==> src/rtl/systolic_feeder_3by3_if.sv <==
// Load port of the systolic feeder: valid/ready element write channel.
interface systolic_feeder_3by3_if #(
    parameter int DW = 8
);
    logic          load_valid;
    logic          load_ready;
    logic [DW-1:0] load_data;

    modport master (output load_valid, output load_data, input load_ready);
    modport slave  (input load_valid, input load_data, output load_ready);
endinterface

==> src/rtl/systolic_feeder_3by3.sv <==
// Operand buffer and diagonally skewed A-row / B-column streamer for an NxN systolic array.
// Optional array clear before streaming is enabled by defining FEEDER_CLR_EN.
module systolic_feeder_3by3 #(
    parameter int N            = 3,
    parameter int DW           = 8,
    parameter int DRAIN_CYCLES = 4
) (
    input  logic                   clk,
    input  logic                   reset,
    systolic_feeder_3by3_if.slave  load,
    input  logic                   start,
    output logic                   busy,
    output logic                   array_clr,
    output logic [N*DW-1:0]        a_out,
    output logic [N*DW-1:0]        b_out,
    output logic                   valid_out,
    output logic                   done
);
    localparam int TOTAL = 2 * N * N;
    localparam int CW    = $clog2(TOTAL + 1);
    localparam int AW    = $clog2(TOTAL);

    localparam logic [CW-1:0] TOTAL_C    = CW'(TOTAL);
    localparam logic [CW-1:0] LAST_STEP  = CW'(2 * N - 2);
    localparam logic [CW-1:0] LAST_DRAIN = CW'(DRAIN_CYCLES - 1);

`ifdef FEEDER_CLR_EN
    typedef enum logic [2:0] {IDLE, CLR, STREAM, DRAIN, DONE} state_t;
`else
    typedef enum logic [2:0] {IDLE, STREAM, DRAIN, DONE} state_t;
`endif

    state_t        state, state_next;
    logic [CW-1:0] cnt, cnt_next;
    logic [CW-1:0] ld_cnt;
    logic          ready;
    logic          load_fire;
    logic [DW-1:0] buf_mem [TOTAL];

    assign ready          = (state == IDLE) && (ld_cnt < TOTAL_C);
    assign load.load_ready = ready;
    assign load_fire      = load.load_valid && ready;

    always_ff @(posedge clk) begin
        if (reset) begin
            state  <= IDLE;
            cnt    <= '0;
            ld_cnt <= '0;
        end else begin
            state <= state_next;
            cnt   <= cnt_next;
            if (load_fire)
                ld_cnt <= ld_cnt + CW'(1);
            else if (state == DONE)
                ld_cnt <= '0;
        end
    end

    // Buffer contents survive reset; only the fill count is cleared.
    always_ff @(posedge clk) begin
        if (!reset && load_fire)
            buf_mem[AW'(ld_cnt)] <= load.load_data;
    end

    always_comb begin
        state_next = state;
        cnt_next   = cnt;
        busy       = 1'b0;
        array_clr  = 1'b0;
        valid_out  = 1'b0;
        done       = 1'b0;
        case (state)
            IDLE: begin
                // Count is sampled before this edge, so a load finishing now does not qualify.
                if (start && ld_cnt == TOTAL_C) begin
                    cnt_next = '0;
`ifdef FEEDER_CLR_EN
                    state_next = CLR;
`else
                    state_next = STREAM;
`endif
                end
            end
`ifdef FEEDER_CLR_EN
            CLR: begin
                busy       = 1'b1;
                array_clr  = 1'b1;
                state_next = STREAM;
            end
`endif
            STREAM: begin
                busy      = 1'b1;
                valid_out = 1'b1;
                if (cnt == LAST_STEP) begin
                    cnt_next   = '0;
                    state_next = DRAIN;
                end else begin
                    cnt_next = cnt + CW'(1);
                end
            end
            DRAIN: begin
                busy = 1'b1;
                if (cnt == LAST_DRAIN) begin
                    cnt_next   = '0;
                    state_next = DONE;
                end else begin
                    cnt_next = cnt + CW'(1);
                end
            end
            DONE: begin
                done       = 1'b1;
                state_next = IDLE;
            end
            default: state_next = IDLE;
        endcase
    end

    // Row i lags by i steps (A[i][t-i]); column j lags by j steps (B[t-j][j]).
    always_comb begin
        int ai;
        int bj;
        ai    = 0;
        bj    = 0;
        a_out = '0;
        b_out = '0;
        if (state == STREAM) begin
            for (int unsigned i = 0; i < N; i++) begin
                ai = int'(cnt) - int'(i);
                if (ai >= 0 && ai < N)
                    a_out[i*DW +: DW] = buf_mem[AW'(int'(i) * N + ai)];
                bj = int'(cnt) - int'(i);
                if (bj >= 0 && bj < N)
                    b_out[i*DW +: DW] = buf_mem[AW'(N * N + bj * N + int'(i))];
            end
        end
    end
endmodule

==> src/flat_wrapper.sv <==
// flat-port wrapper written by rule: the top's interface ports become plain ports
module systolic_feeder_3by3_flat 
#(
    parameter int N            = 3,
    parameter int DW           = 8,
    parameter int DRAIN_CYCLES = 4
)
  (clk, reset, start, busy, array_clr, a_out, b_out, valid_out, done, load_load_valid, load_load_data, load_load_ready);
  systolic_feeder_3by3_if #(.DW(DW)) load_i ();
  input  logic clk;
  input  logic reset;
  input  logic start;
  output logic busy;
  output logic array_clr;
  output logic [N*DW-1:0] a_out;
  output logic [N*DW-1:0] b_out;
  output logic valid_out;
  output logic done;
  input wire logic [$bits(load_i.load_valid)-1:0] load_load_valid;
  input wire logic [$bits(load_i.load_data)-1:0] load_load_data;
  output wire logic [$bits(load_i.load_ready)-1:0] load_load_ready;
  assign load_i.load_valid = load_load_valid;
  assign load_i.load_data = load_load_data;
  assign load_load_ready = load_i.load_ready;
  systolic_feeder_3by3 #(.N(N), .DW(DW), .DRAIN_CYCLES(DRAIN_CYCLES)) u_core (.clk(clk), .reset(reset), .load(load_i), .start(start), .busy(busy), .array_clr(array_clr), .a_out(a_out), .b_out(b_out), .valid_out(valid_out), .done(done));
endmodule
==> config.mk <==
export PLATFORM = sky130hd
export DESIGN_NAME = systolic_feeder_3by3_flat
export DESIGN_NICKNAME = d
export VERILOG_FILES = /design/src/rtl/systolic_feeder_3by3_if.sv /design/src/rtl/systolic_feeder_3by3.sv /design/src/flat_wrapper.sv
export SDC_FILE = /design/constraint.sdc
export NUM_CORES = 1
export LEC_CHECK = 0
export ABC_CLOCK_PERIOD_IN_PS = 11490
export CAP_MARGIN = 30
export CELL_PAD_IN_SITES_DETAIL_PLACEMENT = 2
export CELL_PAD_IN_SITES_GLOBAL_PLACEMENT = 2
export CORE_MARGIN = 5
export CORE_UTILIZATION = 47
export CTS_BUF_LIST = sky130_fd_sc_hd__clkbuf_2 sky130_fd_sc_hd__clkbuf_4 sky130_fd_sc_hd__clkbuf_8
export DETAILED_ROUTE_END_ITERATION = 8
export PLACE_DENSITY = 0.86
export RECOVER_POWER = 25
export SLEW_MARGIN = 20
export SYNTH_ARGS = -nofsm -noshare
export SYNTH_HDL_FRONTEND = slang
export SYNTH_SLANG_ARGS = --single-unit
==> constraint.sdc <==
create_clock -name clk -period 11.49 [get_ports clk]
set_input_delay 2.298 -clock clk [delete_from_list [all_inputs] [get_ports clk]]
set_output_delay 2.298 -clock clk [all_outputs]
set_load 0.01 [all_outputs]
### Word level (Yosys, flattened, before mapping)

Memories as Yosys holds them, arrays and structs flattened. A register that Yosys moved wholly into a read port is not among the register bits.
Cells that the tools add are included.

| word-level totals | value |
|---|---|
| register bits after elaboration | 13 |
| memory bits (writable) | 144 |
| output and inout port bits | 53 |
| logic and storage cells | 73 |
| memories kept | 1 |

Memories:

| name | depth | bits a word | rd ports | clocked after Yosys merged registers in | wr ports | line | RTL |
|---|---|---|---|---|---|---|---|
| u_core.buf_mem | 18 | 8 | 6 | 1 | 1 | systolic_feeder_3by3.sv:38 | `logic [DW-1:0] buf_mem [TOTAL];` |

| cells by class | value |
|---|---|
| add/subtract/negate cells | 11 |
| $mul | 3 |
| order comparisons | 7 |
| equal/unequal tests | 9 |
| multiplexer cells | 25 |
| reductions and logical operators | 14 |

Operators with widths:

| operator | number |
|---|---|
| $mux 24 | 2 |
| $mux 8 | 6 |
| $mux 5 | 7 |
| $add 5x5->5 const A | 3 |
| $pmux 5 s3 | 1 |
| $ge 6x1->1 const B | 2 |
| $lt 6x3->1 const B | 2 |
| $mul 6x3->5 const B | 2 |
| $add 5x1->5 const B | 2 |
| $mux 3 | 3 |
| $pmux 3 s3 | 1 |
| $logic_and 1x1->1 | 7 |
| $eq 3x2->1 const B | 2 |
| $sub 5x1->6 const B | 1 |
| $sub 5x2->6 const B | 1 |
| $add 3x5->5 const A | 1 |
| $add 4x5->5 const A | 1 |
| $add 5x2->5 const B | 1 |
| $add 5x3->5 const B | 1 |
| $eq 5x2->1 const B | 1 |
| $eq 5x3->1 const B | 1 |
| $eq 5x5->1 const B | 1 |
| $ge 5x1->1 const B | 1 |
| $lt 5x2->1 const B | 1 |
| 13 further kinds | 18 |

### Longest topological paths before layout

Gate-level depths: netlist (run 1).
An unclocked memory read counts as a cell.

| depth | value |
|---|---|
| depth after elaboration | 7 |
| mapped depth | 18 |

### Worst setup path after synthesis (run 1)

No wires, ideal clock.

| timing path | value |
|---|---|
| path type | reg-to-output |
| start point | register u_core.cnt[0] |
| end point | output b_out[11] |
| arrival time | 3.825 ns |
| required time | 9.192 ns |
| slack | 5.367 ns |
| stages on the path, launching flop included | 19 |
| cell sequence | dfxtp_1 -> buf_2 -> buf_4 -> inv_2 -> ha_1 -> buf_6 -> buf_4 -> xnor2_1 -> ha_1 -> ha_1 -> inv_1 -> fa_1 -> clkbuf_1 -> and2_1 -> clkbuf_1 -> a32oi_1 -> nand2_1 -> or3_1 -> a21oi_1 |

| between the ends | value |
|---|---|
| cells in the longest elaborated chain, start to end | 7 |
| elaborated cells on any way between the ends | 10 |
| classes of those cells | add/sub (3); mul (1); order compare (2); mux (2); reduce/logical (1); memory (1) |

Ends and longest elaborated chain:

| what | line | RTL |
|---|---|---|
| start, declared | systolic_feeder_3by3.sv:34 | `logic [CW-1:0] cnt, cnt_next;` |
| start signal, assigned | systolic_feeder_3by3.sv:51 | `cnt <= cnt_next;` |
| $sub 5x1->6 * | systolic_feeder_3by3.sv:131 | `bj = int'(cnt) - int'(i);` |
| $mul 6x3->5 | systolic_feeder_3by3.sv:133 | `b_out[i*DW +: DW] = buf_mem[AW'(N * N + bj * N + int'(i))];` |
| $add 5x5->5 | systolic_feeder_3by3.sv:133 |  |
| $add 5x2->5 | systolic_feeder_3by3.sv:133 |  |
| $mem_v2 18x8 | -- |  |
| $mux 8 * | systolic_feeder_3by3.sv:132 | `if (bj >= 0 && bj < N)` |
| $mux 24 * | systolic_feeder_3by3.sv:126 | `if (state == STREAM) begin` |
| end, declared | flat_wrapper.sv:16 | `output logic [N*DW-1:0] b_out;` |

Every way passes the cells marked *; elsewhere a longest branch is shown, timed or not.

### Worst setup path after layout (run 1)

| timing path | value |
|---|---|
| start point | register u_core.cnt[0] |
| end point | output b_out[14] |

The elaborated chain is that of the path after synthesis.

==> metrics.txt, run 1 <==
met2 routing resource usage after global routing 56.8%; fraction of synthesized cell area taken by the top area cell type 36.3%; count of maximum capacitance violations 0; CP Max Fanout 49; Non-Filler Instances 1,333; share of layout cells above drive strength 1 20.2%; Area contributors post-synth sky130_fd_sc_hd__edfxtp_1, sky130_fd_sc_hd__mux4_2, sky130_fd_sc_hd__mux4_1; Floorplan Core Area 25,100 um2; fillcell total 2,407; DPL Wire Length 35,600 um; clock latency reported for the late side of the worst-skew pair 490 ps; clock root cell sky130_fd_sc_hd__clkbuf_8; crit path capture type output pin; fin nets 1,038; number of global-route vias before repair 10,400; Worst Path Arrival 6390 ps; post-synth cell types 60; combined area of the multi-input logic cells 6830 um2; Non-Filler Cell Area, Final 13,300 um2; highest-count cells in the layout ignoring fill and taps sky130_fd_sc_hd__edfxtp_1, sky130_fd_sc_hd__nand2_1, sky130_fd_sc_hd__mux4_2; via count normalized by instance count 7.44; final hold violations 0; total area of sequential cells 4670 um2; post-placement worst setup slack 3600 ps; Final WS setup 2810 ps; overall overflow remaining after global route 0; via count 9,923; highest ir drop seen on vdd 0.0586 mV; clock tree from TritonCTS yes; fraction of registers with async set or reset after synthesis 0%; Tot GR Track Use 35.1%; Worst Hold Class reg2reg; startpoint type of the worst setup path register; final total negative setup slack 0 ps; setup repair after global routing missed its margin no; number of setup buffers added after CTS 0; number of sinks handled by clock tree synthesis 161; Area growth, synth to finish 11.2%; detailed-route DRC error count 0; number of placed instances, taps included 1,299; met1 Track Usage GR 45.7%; # diodes 0; largest net degree at the start of global routing 82; Max Clock Freq 115 MHz; count of routing violations after the opening detailed-route iteration 1,641; layer with the highest usage after global routing met2; effective utilization at floorplan 47.5%; clock transition time at the flip-flop clock pins of the worst setup and hold paths 100 ps; DIE WIDTH 169 um; total of cells resized after clock tree synthesis 0; count of nets left with antenna violations after detail routing 0; top-level I/O count 65; clock period minus final worst setup slack 8680 ps; clock buffers created by TritonCTS 17; final slew viol count 0; post-synthesis sequential area ratio 39.1%; first-pass GRT wire length 73,300 um; Routability Congestion 0.941; net count after synthesis 996; Leak 4.48 nW; GR Util met3 9.11%; Worst EP required 9190 ps; maximum buffer depth of the clock tree 2; number of input and output port buffers inserted 63; count of synthesis-stage warnings from yosys 0; slew at the pin closest to its max-slew limit 1030 ps; wire length reported by the detailed router 50,400 um; post-route fraction of the period consumed by the critical path 75.6%; area of the mapped netlist 11,900 um2; Avg Synthesized Cell Area 12.6 um2; # rows 58; count of TritonRoute iterations in the first routing pass 7; y dimension of the die 169 um; maximum level of the CTS H-tree 4; status completed; leading register cell type out of synthesis sky130_fd_sc_hd__edfxtp_1; areal power density over the cells 82.9 nW/um2; initial antenna violation count 0; count of state elements after synthesis 161; cell type with the largest total area after synthesis sky130_fd_sc_hd__edfxtp_1; Die Outline Area 28,600 um2; hold buffer count at CTS 0; Avg WL per Cell 37.8 um; leading cell type in the layout, fill and taps excluded sky130_fd_sc_hd__edfxtp_1; max-slew headroom at the worst pin 31.7%; synthesized netlist cell count 948; number of enable flip-flop cells after synthesis 144; setup violation total in the final timing report 0; post-place instance area 12,900 um2; worst setup skew after layout 15.2 ps; Critical Setup Path Class reg2out
worst max-delay path: stages, from the launching register on:
cell and delay (ps):
sky130_fd_sc_hd__dfxtp_4 870, sky130_fd_sc_hd__inv_2 350, sky130_fd_sc_hd__ha_2 790, sky130_fd_sc_hd__buf_12 290, sky130_fd_sc_hd__xnor2_1 110, sky130_fd_sc_hd__ha_1 310
sky130_fd_sc_hd__ha_1 170, sky130_fd_sc_hd__inv_1 80, sky130_fd_sc_hd__fa_1 750, sky130_fd_sc_hd__and3_1 450, sky130_fd_sc_hd__nand3_1 150, sky130_fd_sc_hd__nand4_1 160
sky130_fd_sc_hd__nor4_1 640, sky130_fd_sc_hd__a31o_1 190, sky130_fd_sc_hd__clkdlybuf4s50_1 530
cell families after synthesis:
kind of cell	synth area share [%]
other cells	0.0315
simple gates	13.1
compound gates	5.56
flops	39.1
fa+ha+maj	3.91
xor+xnor	2.86
mux	31.5
buf+inv	3.96
metal layers:
| layer | up-vias | wire, um |
|---|---|---|
| li1 | 3824 | - |
| met1 | 5088 | 18400 |
| met2 | 809 | 23900 |
| met3 | 202 | 5680 |
| met4 | 0 | 2410 |
| met5 | - | 0 |
metrics by stage:
stage          hold WS [ps]  power, mW  utilization (%)
5_1_grt                 574       1.13             52.8
3_3_place_gp            494      0.684             51.0
4_1_cts                 539       1.10             52.7
6_report                540       1.10             52.8
2_1_floorplan           472      0.666                -
3_5_place_dp            530      0.687             51.2
flip-flops by register name (all words and copies together) (netlist names), named ones only:
signal and flops:
u_core.buf_mem 144, u_core.ld_cnt 5, u_core.cnt 5, u_core.state 2
path summary, 6_finish.rpt:
check / endpoint / cells after the start / start / slack (ps)
setup / recovery: b_out[14] / 14 / u_core.cnt[0]$_SDFFE_PP0P_ / 2810
hold reg to reg: u_core.ld_cnt[4]$_SDFFE_PP0P_ / 2 / u_core.ld_cnt[4]$_SDFFE_PP0P_ / 540
hold / removal: u_core.ld_cnt[4]$_SDFFE_PP0P_ / 2 / u_core.ld_cnt[4]$_SDFFE_PP0P_ / 540
setup reg to reg: u_core.state[0]$_SDFFE_PP0P_ / 7 / u_core.cnt[0]$_SDFFE_PP0P_ / 7910
report_power, final:
| part | internal, mW | switching (mW) | leakage, nW |
|---|---|---|---|
| Combinational | 0.00973 | 0.0212 | 2.85 |
| Clock | 0.160 | 0.265 | 0.189 |
| Sequential | 0.639 | 0.00382 | 1.44 |
| Total | 0.809 | 0.290 | 4.48 |
cell usage after synthesis (all sizes together), types with 4 or more instances:
cell type / n
nor3: 11
and2: 6
mux2i: 43
inv: 17
mux2: 9
nor2: 86
mux4: 137
a211oi: 14
ha: 34
a32oi: 9
clkbuf: 24
or3: 8
nor2b: 6
nand3: 89
a31oi: 7
nand4: 8
a21boi: 4
xnor2: 19
buf: 49
xor2: 7
edfxtp: 144
a21o: 18
o21ai: 8
a21oi: 22
nand2: 121
dfxtp: 17
o22ai: 4
layout make-up:
class                           instances  area share, %
Tap cell                              330           3.11
Clock inverter                         15           1.06
Multi-Input combinational cell        697           51.5
Inverter                               17          0.481
Clock buffer                           17           1.76
Timing Repair Buffer                   96           6.86
Sequential cell                       161           35.2
Note: power is estimated with default switching activity, not from simulation.
==> inputs of run 2 (changes only) <==
--- a/config.mk
+++ b/config.mk
@@ -5,15 +5,15 @@
 export SDC_FILE = /design/constraint.sdc
 export NUM_CORES = 1
 export LEC_CHECK = 0
-export ABC_CLOCK_PERIOD_IN_PS = 11490
+export ABC_CLOCK_PERIOD_IN_PS = 8600
 export CAP_MARGIN = 30
 export CELL_PAD_IN_SITES_DETAIL_PLACEMENT = 2
 export CELL_PAD_IN_SITES_GLOBAL_PLACEMENT = 2
 export CORE_MARGIN = 5
-export CORE_UTILIZATION = 47
+export CORE_UTILIZATION = 44
 export CTS_BUF_LIST = sky130_fd_sc_hd__clkbuf_2 sky130_fd_sc_hd__clkbuf_4 sky130_fd_sc_hd__clkbuf_8
 export DETAILED_ROUTE_END_ITERATION = 8
-export PLACE_DENSITY = 0.86
+export PLACE_DENSITY = 0.81
 export RECOVER_POWER = 25
 export SLEW_MARGIN = 20
 export SYNTH_ARGS = -nofsm -noshare
==> constraint.sdc (replaced) <==
create_clock -name clk -period 8.6 [get_ports clk]
set_input_delay 1.72 -clock clk [delete_from_list [all_inputs] [get_ports clk]]
set_output_delay 1.72 -clock clk [all_outputs]
set_load 0.01 [all_outputs]
==> metrics.txt, run 2 (same netlist as run 1, synthesis figures left out) <==
Worst Path Arrival 5510 ps (was 6390 ps); clock latency reported for the late side of the worst-skew pair 480 ps (was 490 ps); CP Max Fanout 13 (was 49); detailed-route DRC error count 0 (unchanged); number of cell instances on the worst register-to-register path 7 (unchanged); clock buffers created by TritonCTS 17 (unchanged); post-placement worst setup slack 1990 ps (was 3600 ps); via count normalized by instance count 7.17 (was 7.44); Floorplan Core Area 26,800 um2 (was 25,100 um2); worst setup skew after layout 17.5 ps (was 15.2 ps); fin nets 1,039 (was 1,038); Critical Setup Path Class reg2out (unchanged); combined area of the multi-input logic cells 6820 um2 (was 6830 um2); highest ir drop seen on vdd 0.0687 mV (was 0.0586 mV); DPL Wire Length 34,500 um (was 35,600 um); Max Clock Freq 138 MHz; setup violation total in the final timing report 0 (unchanged); overall overflow remaining after global route 0 (unchanged); slowest CP cell sky130_fd_sc_hd__fa_1 (was sky130_fd_sc_hd__dfxtp_4); Worst EP required 6880 ps (was 9190 ps); post-route fraction of the period consumed by the critical path 84.0%; initial antenna violation count 0 (unchanged); crit path capture type output pin (unchanged); Largest stage delay, worst path 770 ps (was 870 ps); status completed (unchanged); final hold violations 0 (unchanged); # rows 60 (was 58); Largest regs u_core.buf_mem: 144 flops, u_core.cnt: 5 flops, u_core.ld_cnt: 5 flops (unchanged); # diodes 0 (unchanged); slew at the pin closest to its max-slew limit 1040 ps (was 1030 ps); Area growth, synth to finish 11.2% (about the same); Worst Hold Class reg2reg (unchanged); Non-Filler Instances 1,345 (was 1,333); wire length reported by the detailed router 48,800 um (was 50,400 um); final slew viol count 0 (unchanged); effective utilization at floorplan 44.5% (was 47.5%); total of cells resized after clock tree synthesis 0 (unchanged); post-layout power 1.48 mW (was 1.10 mW); Die Outline Area 30,500 um2 (was 28,600 um2); count of TritonRoute iterations in the first routing pass 5 (was 7); count of nets left with antenna violations after detail routing 0 (unchanged); setup repair after global routing missed its margin no (unchanged); hold buffer count at CTS 0 (unchanged); number of buffers and inverters on the critical path 3 (was 4); via count 9,643 (was 9,923); Finished Core Util 49.4% (was 52.8%); cell repeated most along the worst path sky130_fd_sc_hd__ha_1 (unchanged); final total negative setup slack 0 ps (unchanged); share of layout cells above drive strength 1 20.3% (was 20.2%); Final WS setup 1370 ps (was 2810 ps); count of routing violations after the opening detailed-route iteration 1,474 (was 1,641); Worst path depth 14 (unchanged); maximum level of the CTS H-tree 4 (unchanged); fillcell total 2,558 (was 2,407); count of maximum capacitance violations 0 (unchanged); startpoint type of the worst setup path register (unchanged); Biggest register u_core.buf_mem (unchanged); family with the most delay on the worst path adder cells (unchanged); number of setup buffers added after CTS 0 (unchanged); number of placed instances, taps included 1,313 (was 1,299); total area of sequential cells 4670 um2 (unchanged); clock tree from TritonCTS yes (unchanged); highest-count cells in the layout ignoring fill and taps sky130_fd_sc_hd__edfxtp_1, sky130_fd_sc_hd__nand2_1, sky130_fd_sc_hd__mux4_2 (unchanged); first-pass GRT wire length 71,300 um (was 73,300 um); Routability Congestion 0.926 (was 0.941); Non-Filler Cell Area, Final 13,300 um2 (about the same); post-place instance area 12,900 um2 (about the same); Tot GR Track Use 31.7% (was 35.1%); max reg flops 144 (unchanged); top-level I/O count 65 (unchanged); clock root cell sky130_fd_sc_hd__clkbuf_8 (unchanged); Avg WL per Cell 36.3 um (was 37.8 um); max-slew headroom at the worst pin 30.9% (was 31.7%); Leak 4.48 nW (about the same); number of global-route vias before repair 10,100 (was 10,400); y dimension of the die 175 um (was 169 um); areal power density over the cells 112 nW/um2 (was 82.9 nW/um2); maximum buffer depth of the clock tree 2 (unchanged); number of cells traversed by the worst hold path 2 (unchanged); sequence of cells on the critical path inv_2 -> ha_1 -> xor2_1 -> xnor2_1 -> ha_1 -> ha_1 -> inv_1 -> fa_1 -> and3_1 -> nand3_1 -> nand4_1 -> nor4_1 -> a31o_1 -> clkdlybuf4s50_1 (was inv_2 -> ha_2 -> buf_12 -> xnor2_1 -> ha_1 -> ha_1 -> inv_1 -> fa_1 -> and3_1 -> nand3_1 -> nand4_1 -> nor4_1 -> a31o_1 -> clkdlybuf4s50_1); clock transition time at the flip-flop clock pins of the worst setup and hold paths 100 ps (about the same); clock period minus final worst setup slack 7230 ps; number of sinks handled by clock tree synthesis 161 (unchanged); DIE WIDTH 175 um (was 169 um); leading cell type in the layout, fill and taps excluded sky130_fd_sc_hd__edfxtp_1 (unchanged); largest net degree at the start of global routing 58 (was 82); number of input and output port buffers inserted 63 (unchanged); worst hold slack after final layout 543 ps (was 540 ps)
==> run 2: metal layers <==
layer	share of wire (%)	GRT usage [%]
met1	39	42.4
met2	47	51.1
met4	5.1	12.7
met3	9.6	6.58
met5	0	0
==> run 2: power by group <==
| part | internal, mW | switching, mW | leakage [nW] |
|---|---|---|---|
| clock network | 0.238 | 0.344 | 0.196 |
| registers | 0.854 | 0.00514 | 1.44 |
| logic | 0.0130 | 0.0268 | 2.85 |
| total | 1.11 | 0.376 | 4.48 |
==> run 2: worst min-delay path: stages, from the launching register on <==
cell and delay (ps):
sky130_fd_sc_hd__dfxtp_1 370, sky130_fd_sc_hd__nand2_1 80, sky130_fd_sc_hd__a21oi_1 60
==> run 2: final cells by class <==
class / count / share of cell area (%)
clock buffers: 17 / 1.77
clock inverters: 15 / 1.10
inverters: 17 / 0.481
multi-input cells: 697 / 51.5
flip-flops and latches: 161 / 35.2
well taps: 341 / 3.22
repair buffers: 97 / 6.71
==> run 2: path summary, 6_finish.rpt <==
check	slack, ps	start	endpoint
hold / removal	540	u_core.state[0]$_SDFFE_PP0P_	u_core.state[0]$_SDFFE_PP0P_
hold reg to reg	540	u_core.state[0]$_SDFFE_PP0P_	u_core.state[0]$_SDFFE_PP0P_
setup / recovery	1370	u_core.cnt[0]$_SDFFE_PP0P_	b_out[14]
setup reg to reg	5700	u_core.state[0]$_SDFFE_PP0P_	u_core.buf_mem[15][7]$_DFFE_PP_
==> inputs of run 3 (changes only) <==
--- a/config.mk
+++ b/config.mk
@@ -5,15 +5,15 @@
 export SDC_FILE = /design/constraint.sdc
 export NUM_CORES = 1
 export LEC_CHECK = 0
-export ABC_CLOCK_PERIOD_IN_PS = 8600
+export ABC_CLOCK_PERIOD_IN_PS = 6560
 export CAP_MARGIN = 30
 export CELL_PAD_IN_SITES_DETAIL_PLACEMENT = 2
 export CELL_PAD_IN_SITES_GLOBAL_PLACEMENT = 2
 export CORE_MARGIN = 5
-export CORE_UTILIZATION = 44
+export CORE_UTILIZATION = 40
 export CTS_BUF_LIST = sky130_fd_sc_hd__clkbuf_2 sky130_fd_sc_hd__clkbuf_4 sky130_fd_sc_hd__clkbuf_8
 export DETAILED_ROUTE_END_ITERATION = 8
-export PLACE_DENSITY = 0.81
+export PLACE_DENSITY = 0.78
 export RECOVER_POWER = 25
 export SLEW_MARGIN = 20
 export SYNTH_ARGS = -nofsm -noshare
==> constraint.sdc (replaced) <==
create_clock -name clk -period 6.56 [get_ports clk]
set_input_delay 1.312 -clock clk [delete_from_list [all_inputs] [get_ports clk]]
set_output_delay 1.312 -clock clk [all_outputs]
set_load 0.01 [all_outputs]
==> metrics.txt, run 3 (same netlist as run 1, synthesis figures left out) <==
status completed (unchanged); Worst Path Arrival 5150 ps (was 5510 ps); Critical Setup Path Class reg2out (unchanged); Worst Hold Class reg2reg (unchanged); wire length reported by the detailed router 48,900 um (was 48,800 um); setup repair after global routing missed its margin no (unchanged); startpoint type of the worst setup path register (unchanged); Leak 4.54 nW (was 4.48 nW); share of layout cells above drive strength 1 20.9% (was 20.3%); sequence of cells on the critical path inv_1 -> ha_1 -> xor2_1 -> xnor2_1 -> ha_1 -> ha_1 -> inv_1 -> fa_1 -> xnor2_1 -> xnor2_1 -> xnor2_1 -> xnor2_2 -> nor4_1 -> a31o_1 -> clkdlybuf4s50_1 (was inv_2 -> ha_1 -> xor2_1 -> xnor2_1 -> ha_1 -> ha_1 -> inv_1 -> fa_1 -> and3_1 -> nand3_1 -> nand4_1 -> nor4_1 -> a31o_1 -> clkdlybuf4s50_1); number of setup buffers added after CTS 0 (unchanged); slowest CP cell sky130_fd_sc_hd__nor4_1 (was sky130_fd_sc_hd__fa_1); post-placement worst setup slack 755 ps (was 1990 ps); number of placed instances, taps included 1,373 (was 1,313); max-slew headroom at the worst pin 36.1% (was 30.9%); clock tree from TritonCTS yes (unchanged); Area growth, synth to finish 12.7% (was 11.2%); count of maximum capacitance violations 0 (unchanged); effective utilization at floorplan 40.3% (was 44.5%); post-layout power 1.97 mW (was 1.48 mW); number of sinks handled by clock tree synthesis 161 (unchanged); number of global-route vias before repair 10,100 (about the same); final slew viol count 0 (unchanged); cell repeated most along the worst path sky130_fd_sc_hd__xnor2_1 (was sky130_fd_sc_hd__ha_1); first-pass GRT wire length 71,100 um (was 71,300 um); count of nets left with antenna violations after detail routing 0 (unchanged); final total negative setup slack 0 ps (unchanged); initial antenna violation count 1 (was 0); clock transition time at the flip-flop clock pins of the worst setup and hold paths 90 ps (was 100 ps); count of TritonRoute iterations in the first routing pass 5 (unchanged); Worst EP required 5250 ps (was 6880 ps); total of cells resized after clock tree synthesis 0 (unchanged); combined area of the multi-input logic cells 6820 um2 (about the same); CP Max Fanout 7 (was 13); max reg flops 144 (unchanged); via count 9,560 (was 9,643); family with the most delay on the worst path XOR/XNOR gates (was adder cells); number of buffers and inverters on the critical path 3 (unchanged); # diodes 0 (unchanged); Die Outline Area 33,300 um2 (was 30,500 um2); areal power density over the cells 147 nW/um2 (was 112 nW/um2); fin nets 1,050 (was 1,039); leading cell type in the layout, fill and taps excluded sky130_fd_sc_hd__edfxtp_1 (unchanged); top-level I/O count 65 (unchanged); Final WS setup 103 ps (was 1370 ps); total area of sequential cells 4670 um2 (unchanged); y dimension of the die 183 um (was 175 um); maximum level of the CTS H-tree 4 (unchanged); Routability Congestion 0.892 (was 0.926); Biggest register u_core.buf_mem (unchanged); Non-Filler Instances 1,405 (was 1,345); overall overflow remaining after global route 0 (unchanged); clock buffers created by TritonCTS 17 (unchanged); Tot GR Track Use 29.4% (was 31.7%); Floorplan Core Area 29,600 um2 (was 26,800 um2); clock period minus final worst setup slack 6460 ps; largest net degree at the start of global routing 62 (was 58); number of input and output port buffers inserted 63 (unchanged); Largest stage delay, worst path 720 ps (was 770 ps); via count normalized by instance count 6.80 (was 7.17); count of routing violations after the opening detailed-route iteration 1,139 (was 1,474); Avg WL per Cell 34.8 um (was 36.3 um); post-route fraction of the period consumed by the critical path 98.4%; setup violation total in the final timing report 0 (unchanged); worst setup skew after layout 12.7 ps (was 17.5 ps); fillcell total 2,891 (was 2,558); Max Clock Freq 155 MHz; hold buffer count at CTS 0 (unchanged); slew at the pin closest to its max-slew limit 957 ps (was 1040 ps); DPL Wire Length 35,100 um (was 34,500 um); highest-count cells in the layout ignoring fill and taps sky130_fd_sc_hd__edfxtp_1, sky130_fd_sc_hd__nand2_1, sky130_fd_sc_hd__mux4_2 (unchanged); final hold violations 0 (unchanged); DIE WIDTH 183 um (was 175 um); crit path capture type output pin (unchanged); detailed-route DRC error count 0 (unchanged); # rows 63 (was 60); highest ir drop seen on vdd 0.0933 mV (was 0.0687 mV); clock latency reported for the late side of the worst-skew pair 500 ps (was 480 ps); Largest regs u_core.buf_mem: 144 flops, u_core.cnt: 5 flops, u_core.ld_cnt: 5 flops (unchanged); clock root cell sky130_fd_sc_hd__clkbuf_8 (unchanged); maximum buffer depth of the clock tree 2 (unchanged)
run 3: changes by cell type in the layout (fill, tap and decap cells not counted), sizes merged:
| cell | before | now |
|---|---|---|
| clkbuf | 17 | 21 |
| bufinv | 1 | 3 |
| buf | 34 | 45 |
| inv | 26 | 17 |
| clkinvlp | 1 | 3 |
| clkinv | 4 | 5 |
run 3: worst paths after layout:
check	depth (start not counted)	slack [ps]	to	startpoint
worst max-delay path	15	100	b_out[14]	u_core.cnt[1]$_SDFFE_PP0P_
worst min-delay path	2	540	u_core.state[0]$_SDFFE_PP0P_	u_core.state[0]$_SDFFE_PP0P_
worst max register to register	7	3730	u_core.buf_mem[15][5]$_DFFE_PP_	u_core.state[1]$_SDFFE_PP0P_
worst min register to register	2	540	u_core.state[0]$_SDFFE_PP0P_	u_core.state[0]$_SDFFE_PP0P_
run 3: layout make-up:
class	count	share of cell area [%]
tap	390	3.63
clock buffer	21	1.97
sequential	161	34.8
multi-input combinational	697	50.7
inverter	17	0.475
clock inverter	11	1.03
timing repair buffer	108	7.39
run 3: where the power goes:
| group | switching [mW] | leakage, nW | total, mW | internal (mW) |
|---|---|---|---|---|
| Sequential | 0.00689 | 1.44 | 1.13 | 1.12 |
| Combinational | 0.0349 | 2.91 | 0.0519 | 0.0170 |
| Clock | 0.406 | 0.199 | 0.796 | 0.389 |
run 3: per-layer routing:
metal	part of all wire (%)	GRT usage, %	wire length [um]	vias up
met5	0	0	0	-
met4	4.8	13.0	2360	0
met3	9.9	8.13	4820	134
met2	47	46.5	23000	578
met1	38	38.1	18700	5010
li1	-	-	-	3838
run 3: worst register-to-register path, delay by kind of cell, from the launching register on:
kind | cells | cell delay (ps)
and+or+nand+nor | 5 | 1560
adders and majority gates | 1 | 420
buffers and inverters | 1 | 110
DFF | 1 | 370
run 3: per-stage QoR:
step | utilization [%] | hold WS (ps) | instance area [um2]
2_1_floorplan | - | 472 | 11900
3_3_place_gp | 44.0 | 507 | 13000
3_5_place_dp | 44.1 | 530 | 13000
4_1_cts | 45.4 | 543 | 13400
5_1_grt | 45.4 | 574 | 13400
6_report | 45.4 | 539 | 13400
